**src/rtl/branch_predict_tracker.sv**
```systemverilog
// Carries branch prediction and pattern index from IF through ID/EX to MEM, resolves at MEM.
// Optional perf counters enabled by defining BP_PERF_CNT_EN.
module branch_predict_tracker #(
  parameter int PATTERN_BITS = 4
) (
  input  logic                    clk,
  input  logic                    rst,
  input  logic                    stall,
  input  logic                    flush,
  input  logic                    IF_valid,
  input  logic                    IF_prediction,
  input  logic [PATTERN_BITS-1:0] IF_pattern,
  input  logic                    MEM_is_branch,
  input  logic                    MEM_taken,
  output logic                    update,
  output logic                    branch_result,
  output logic [PATTERN_BITS-1:0] MEM_pattern_used,
  output logic                    mispredict
`ifdef BP_PERF_CNT_EN
  ,
  output logic [31:0]             branch_count,
  output logic [31:0]             mispredict_count
`endif
);

  logic                    r_id_vld;
  logic                    r_id_pred;
  logic [PATTERN_BITS-1:0] r_id_pat;
  logic                    r_ex_vld;
  logic                    r_ex_pred;
  logic [PATTERN_BITS-1:0] r_ex_pat;
  logic                    r_mem_vld;
  logic                    r_mem_pred;
  logic [PATTERN_BITS-1:0] r_mem_pat;

  logic w_resolve;
  logic w_mispredict;
  logic w_kill;

  assign w_resolve    = r_mem_vld & MEM_is_branch & ~stall;
  assign w_mispredict = w_resolve & (r_mem_pred != MEM_taken);
  assign w_kill       = flush | w_mispredict;

  assign update           = w_resolve;
  assign branch_result    = MEM_taken;
  assign MEM_pattern_used = r_mem_pat;
  assign mispredict       = w_mispredict;

  always_ff @(posedge clk or posedge rst) begin
    if (rst) begin
      r_id_vld   <= 1'b0;
      r_id_pred  <= 1'b0;
      r_id_pat   <= '0;
      r_ex_vld   <= 1'b0;
      r_ex_pred  <= 1'b0;
      r_ex_pat   <= '0;
      r_mem_vld  <= 1'b0;
      r_mem_pred <= 1'b0;
      r_mem_pat  <= '0;
    end else if (!stall) begin
      if (w_kill) begin
        // MEM instruction retires; everything younger becomes a bubble
        r_id_vld   <= 1'b0;
        r_id_pred  <= 1'b0;
        r_id_pat   <= '0;
        r_ex_vld   <= 1'b0;
        r_ex_pred  <= 1'b0;
        r_ex_pat   <= '0;
        r_mem_vld  <= 1'b0;
        r_mem_pred <= 1'b0;
        r_mem_pat  <= '0;
      end else begin
        r_id_vld   <= IF_valid;
        r_id_pred  <= IF_prediction;
        r_id_pat   <= IF_pattern;
        r_ex_vld   <= r_id_vld;
        r_ex_pred  <= r_id_pred;
        r_ex_pat   <= r_id_pat;
        r_mem_vld  <= r_ex_vld;
        r_mem_pred <= r_ex_pred;
        r_mem_pat  <= r_ex_pat;
      end
    end else if (flush) begin
      // Stalled flush: squash the younger entries, MEM waits to resolve
      r_id_vld  <= 1'b0;
      r_id_pred <= 1'b0;
      r_id_pat  <= '0;
      r_ex_vld  <= 1'b0;
      r_ex_pred <= 1'b0;
      r_ex_pat  <= '0;
    end
  end

`ifdef BP_PERF_CNT_EN
  logic [31:0] r_branch_count;
  logic [31:0] r_mispredict_count;

  always_ff @(posedge clk or posedge rst) begin
    if (rst) begin
      r_branch_count     <= '0;
      r_mispredict_count <= '0;
    end else begin
      if (w_resolve && (r_branch_count != 32'hFFFF_FFFF))
        r_branch_count <= r_branch_count + 32'd1;
      if (w_mispredict && (r_mispredict_count != 32'hFFFF_FFFF))
        r_mispredict_count <= r_mispredict_count + 32'd1;
    end
  end

  assign branch_count     = r_branch_count;
  assign mispredict_count = r_mispredict_count;
`endif

endmodule

```
**config.mk**
```make
export PLATFORM = sky130hd
export DESIGN_NAME = branch_predict_tracker
export DESIGN_NICKNAME = d
export VERILOG_FILES = /design/src/rtl/branch_predict_tracker.sv
export SDC_FILE = /design/constraint.sdc
export NUM_CORES = 1
export LEC_CHECK = 0
export ABC_AREA = 1
export CORE_MARGIN = 2
export CORE_UTILIZATION = 45
export CTS_CLUSTER_DIAMETER = 120
export DETAILED_ROUTE_END_ITERATION = 8
export PLACE_DENSITY = 0.76
export SYNTH_ARGS = -nofsm -noshare
export SYNTH_HDL_FRONTEND = slang
export SYNTH_SLANG_ARGS = --single-unit
export TNS_END_PERCENT = 5
```
**constraint.sdc**
```tcl
create_clock -name clk -period 2.3 [get_ports clk]
set_input_delay 0.345 -clock clk [delete_from_list [all_inputs] [get_ports clk]]
set_output_delay 0.345 -clock clk [all_outputs]
set_load 0.05 [all_outputs]
```
== After elaboration in Yosys (flattened, before gate mapping) ==
Index checks and enable logic that the tools add are counted.
Word-level totals
  input port bits: 12
  register bits: 18
  output and inout bits: 7
  word-level logic and storage cells: 33
Cells by class
  muxes and demuxes: 17
  bitwise operators: 5
  equal/unequal tests: 2
Operators with widths (count)
  $mux W4: 6
  $mux W1: 11
  $and A1 B1 Y1: 3
  $ne A2 B1 Y1 const B: 1
  $ne A1 B1 Y1: 1
  $not A1 Y1: 1
  $or A1 B1 Y1: 1

== Depth between registers and ports, before layout ==
  word-level depth: 6
  depth in mapped cells: 7
  mapped depth without buffers: 6

== Worst setup path after synthesis ==
No wires, ideal clock.
  kind: input to output
  start point: in stall
  end point: out mispredict
  data required time: 1.955 ns
  data arrival time: 1.280 ns
  stages on the path: 5
  buffers on the path: 2
  path slack: 0.675 ns
  cells stage by stage: buf_6 nor2_8 nand2_4 buf_8 inv_1
On the way
  word-level cells in the longest chain between the ends: 3
RTL lines
  start, declared: RTL line 8  | input logic stall,
  $not A1 Y1: RTL line 40  | assign w_resolve = r_mem_vld & MEM_is_branch & ~stall;
  $and A1 B1 Y1: RTL line 40
  via update: RTL line 15  | output logic update,
  $and A1 B1 Y1: RTL line 41  | assign w_mispredict = w_resolve & (r_mem_pred != MEM_taken);
  end, declared: RTL line 18  | output logic mispredict
The timed path passes the listed nets, and every way through them passes these cells.

== Worst setup path in the final report ==
  start point: in MEM_taken
  end point: out mispredict
On the way
  word-level cells in the longest chain between the ends: 2
RTL lines
  start, declared: RTL line 14  | input logic MEM_taken,
  $ne A1 B1 Y1: RTL line 41
  $and A1 B1 Y1: RTL line 41
No other way between the ends.

==> reports/metrics.cfg <==
[floorplanning]
rows=17
coreArea_sq_mm=0.00215
dieArea_sq_mm=0.00261
die_h_microns=51.1
dieWidth_microns=51.1
num_io_pins=19
start_util=0.465

[setup_path]
worstPathMaxFanout=19
critPathLaunchType=primary input
critPathKind=in -> out
r2r_slack_ns=1.26
slowest_delay_ns=0.50
cp.required_ns=1.96
cp_cell_sequence=clkdlybuf4s50_1, inv_1, nand2_1, nand2_2, nand2_4, inv_1, buf_12
worstSetupEndpointType=primary output
arrival_ns=1.52
crit_top_cell=inv_1
cp_slowest_cell=clkdlybuf4s50_1

[logic_synthesis]
ys_seq_area_frac=0.451
yosys.cell_types.count=15
syn_avg_cell_area_sq_um=7.81
synth_nets=140
yosys_warnings=0
syn-instance-count=128
ys_seq_elements=18
synth.cell_area_sq_um=1000

[timing]
clock_skew_ns=0.00120
clock.fmax_mhz=537
maxSlewHeadroom=0.530
fin_crit_sh=0.810
hold_viol=0
setup_violations=0
min_period_ns=1.86
worst_pin_slew_ns=0.704
rsz0062_at_grt=no
holdWs_ns=0.473
maxSlewViolCount=0
finalSetupTns_ns=0

[placed_design]
globalplace.congestion=0.704
dp_hpwl_mm=1.19
numPortBuffers=18

[cells_and_area]
antenna_cells=0
syn2layout_area_growth_pct=20.4
fin_nets=157
drive_gt1_frac=0.161

[drt]
antenna_left=0
drt_pass1_iterations=4
via_per_inst=4.58
totalWireLength_mm=1.76
wire_per_inst_microns=10.3
drt_iter0_drc=4
drc=0
via_count=783

[cts]
cts_setup_buffers=0
clk_pin_slew_ns=0.10
htreeDepth=1
cts_tree=done
cts_buffers=3
hold_buffers=0
root_buffer=clkbuf_4
clock_sinks=18
cts_max_path_buffers=2
post_cts_resized=0
clock_latency_ns=0.29

[global_route]
antenna_found_initial=0
grt_pass1_wl_mm=3.13
grt_max_degree=26
grt_overflow_total=0
grt_use_total=0.163
grt_pass1_vias=746

[status]
status=complete, no violations

[pwr]
power_density_mw_per_mm2=482
total_leakage_power_nw=0.649
ir_drop_uv=314

[job]
cap_violations=0

[min_path]
hold_path_class=in -> async

final cells by class:
cell class,instances,area [sq um]
Sequential cell,18,450
Clock buffer,3,22.5
Fill cell,203,945
Tap cell,28,35.0
Timing Repair Buffer,19,205
Multi-Input combinational cell,79,400
Inverter,24,90.1
critical path: cells and delay by family:
family                 cells  cell delay [ns]
buffers and inverters      4             0.83
and+or+nand+nor            3             0.34
per-layer routing:
layer,vias up,track usage,part of all wire
met1,355,0.197,0.47
met3,4,0.0263,0.035
li1,405,-,-
met2,19,0.273,0.47
met5,-,0,0
met4,0,0.0946,0.029
cell families after synthesis:
logic type             count (synthesis)  synth area share
AND/OR/NAND/NOR                       79             0.400
buffers and inverters                 31             0.149
flip-flops                            18             0.451
Yosys cell counts:
cell type  count  share of area
nand3_2        9          0.090
buf_8          1          0.015
nor2_8         1          0.020
inv_1         22          0.083
nor2_1        18          0.068
inv_2          2         0.0075
buf_6          1          0.011
nor2_4         1          0.011
buf_4          3          0.023
nand2_1       38           0.14
buf_2          2          0.010
nand2_2        2          0.013
nand2_4        1          0.011
nand3_1        9          0.045
dfrtp_1       18           0.45
worst paths after layout:
kind,from,end,depth (start not counted)
worst max-delay path,MEM_taken,mispredict,7
worst min-delay path,rst,r_mem_pred$_DFFE_PP0N_,2
worst max register to register,r_mem_pred$_DFFE_PP0N_,r_ex_pat[1]$_DFFE_PP0P_,6
worst min register to register,MEM_pattern_used[0]$_DFFE_PP0N_,MEM_pattern_used[0]$_DFFE_PP0N_,2
max in group asynchronous,rst,r_id_pat[0]$_DFFE_PP0P_,2
min in group clk,MEM_pattern_used[0]$_DFFE_PP0N_,MEM_pattern_used[0]$_DFFE_PP0N_,2
sequential cells by signal, indices dropped and copies added, names as in the netlist:
register,flops
MEM_pattern_used,4
r_ex_pat,4
r_id_pat,4
r_ex_pred,1
r_ex_vld,1
r_id_pred,1
r_id_vld,1
r_mem_pred,1
r_mem_vld,1
power by group:
group / total (mW) / leakage, nW / internal, mW / switching, mW
registers: 0.334 / 0.246 / 0.328 / 0.00633
logic: 0.0905 / 0.390 / 0.0362 / 0.0543
clock network: 0.156 / 0.0138 / 0.0609 / 0.0949
metrics by stage:
| step | instances | area [sq um] | power [mW] | setup WS (ns) | util |
|---|---|---|---|---|---|
| 2_1_floorplan | 128 | 1000 | 0.401 | 0.675 | - |
| 3_3_place_gp | 168 | 1180 | 0.430 | 0.454 | 0.550 |
| 3_5_place_dp | 168 | 1180 | 0.432 | 0.450 | 0.550 |
| 4_1_cts | 171 | 1200 | 0.585 | 0.439 | 0.560 |
| 5_1_grt | 171 | 1200 | 0.605 | 0.383 | 0.560 |
| 6_report | 171 | 1200 | 0.581 | 0.437 | 0.560 |
cell usage in the layout, fill, tap and decap left out, drive strengths merged:
master         count
dfrtp             18
nand3             18
clkdlybuf4s50     15
inv               24
buf                4
clkbuf             3
nand2             41
nor2              20
Power figures use the tool's default switching activity.
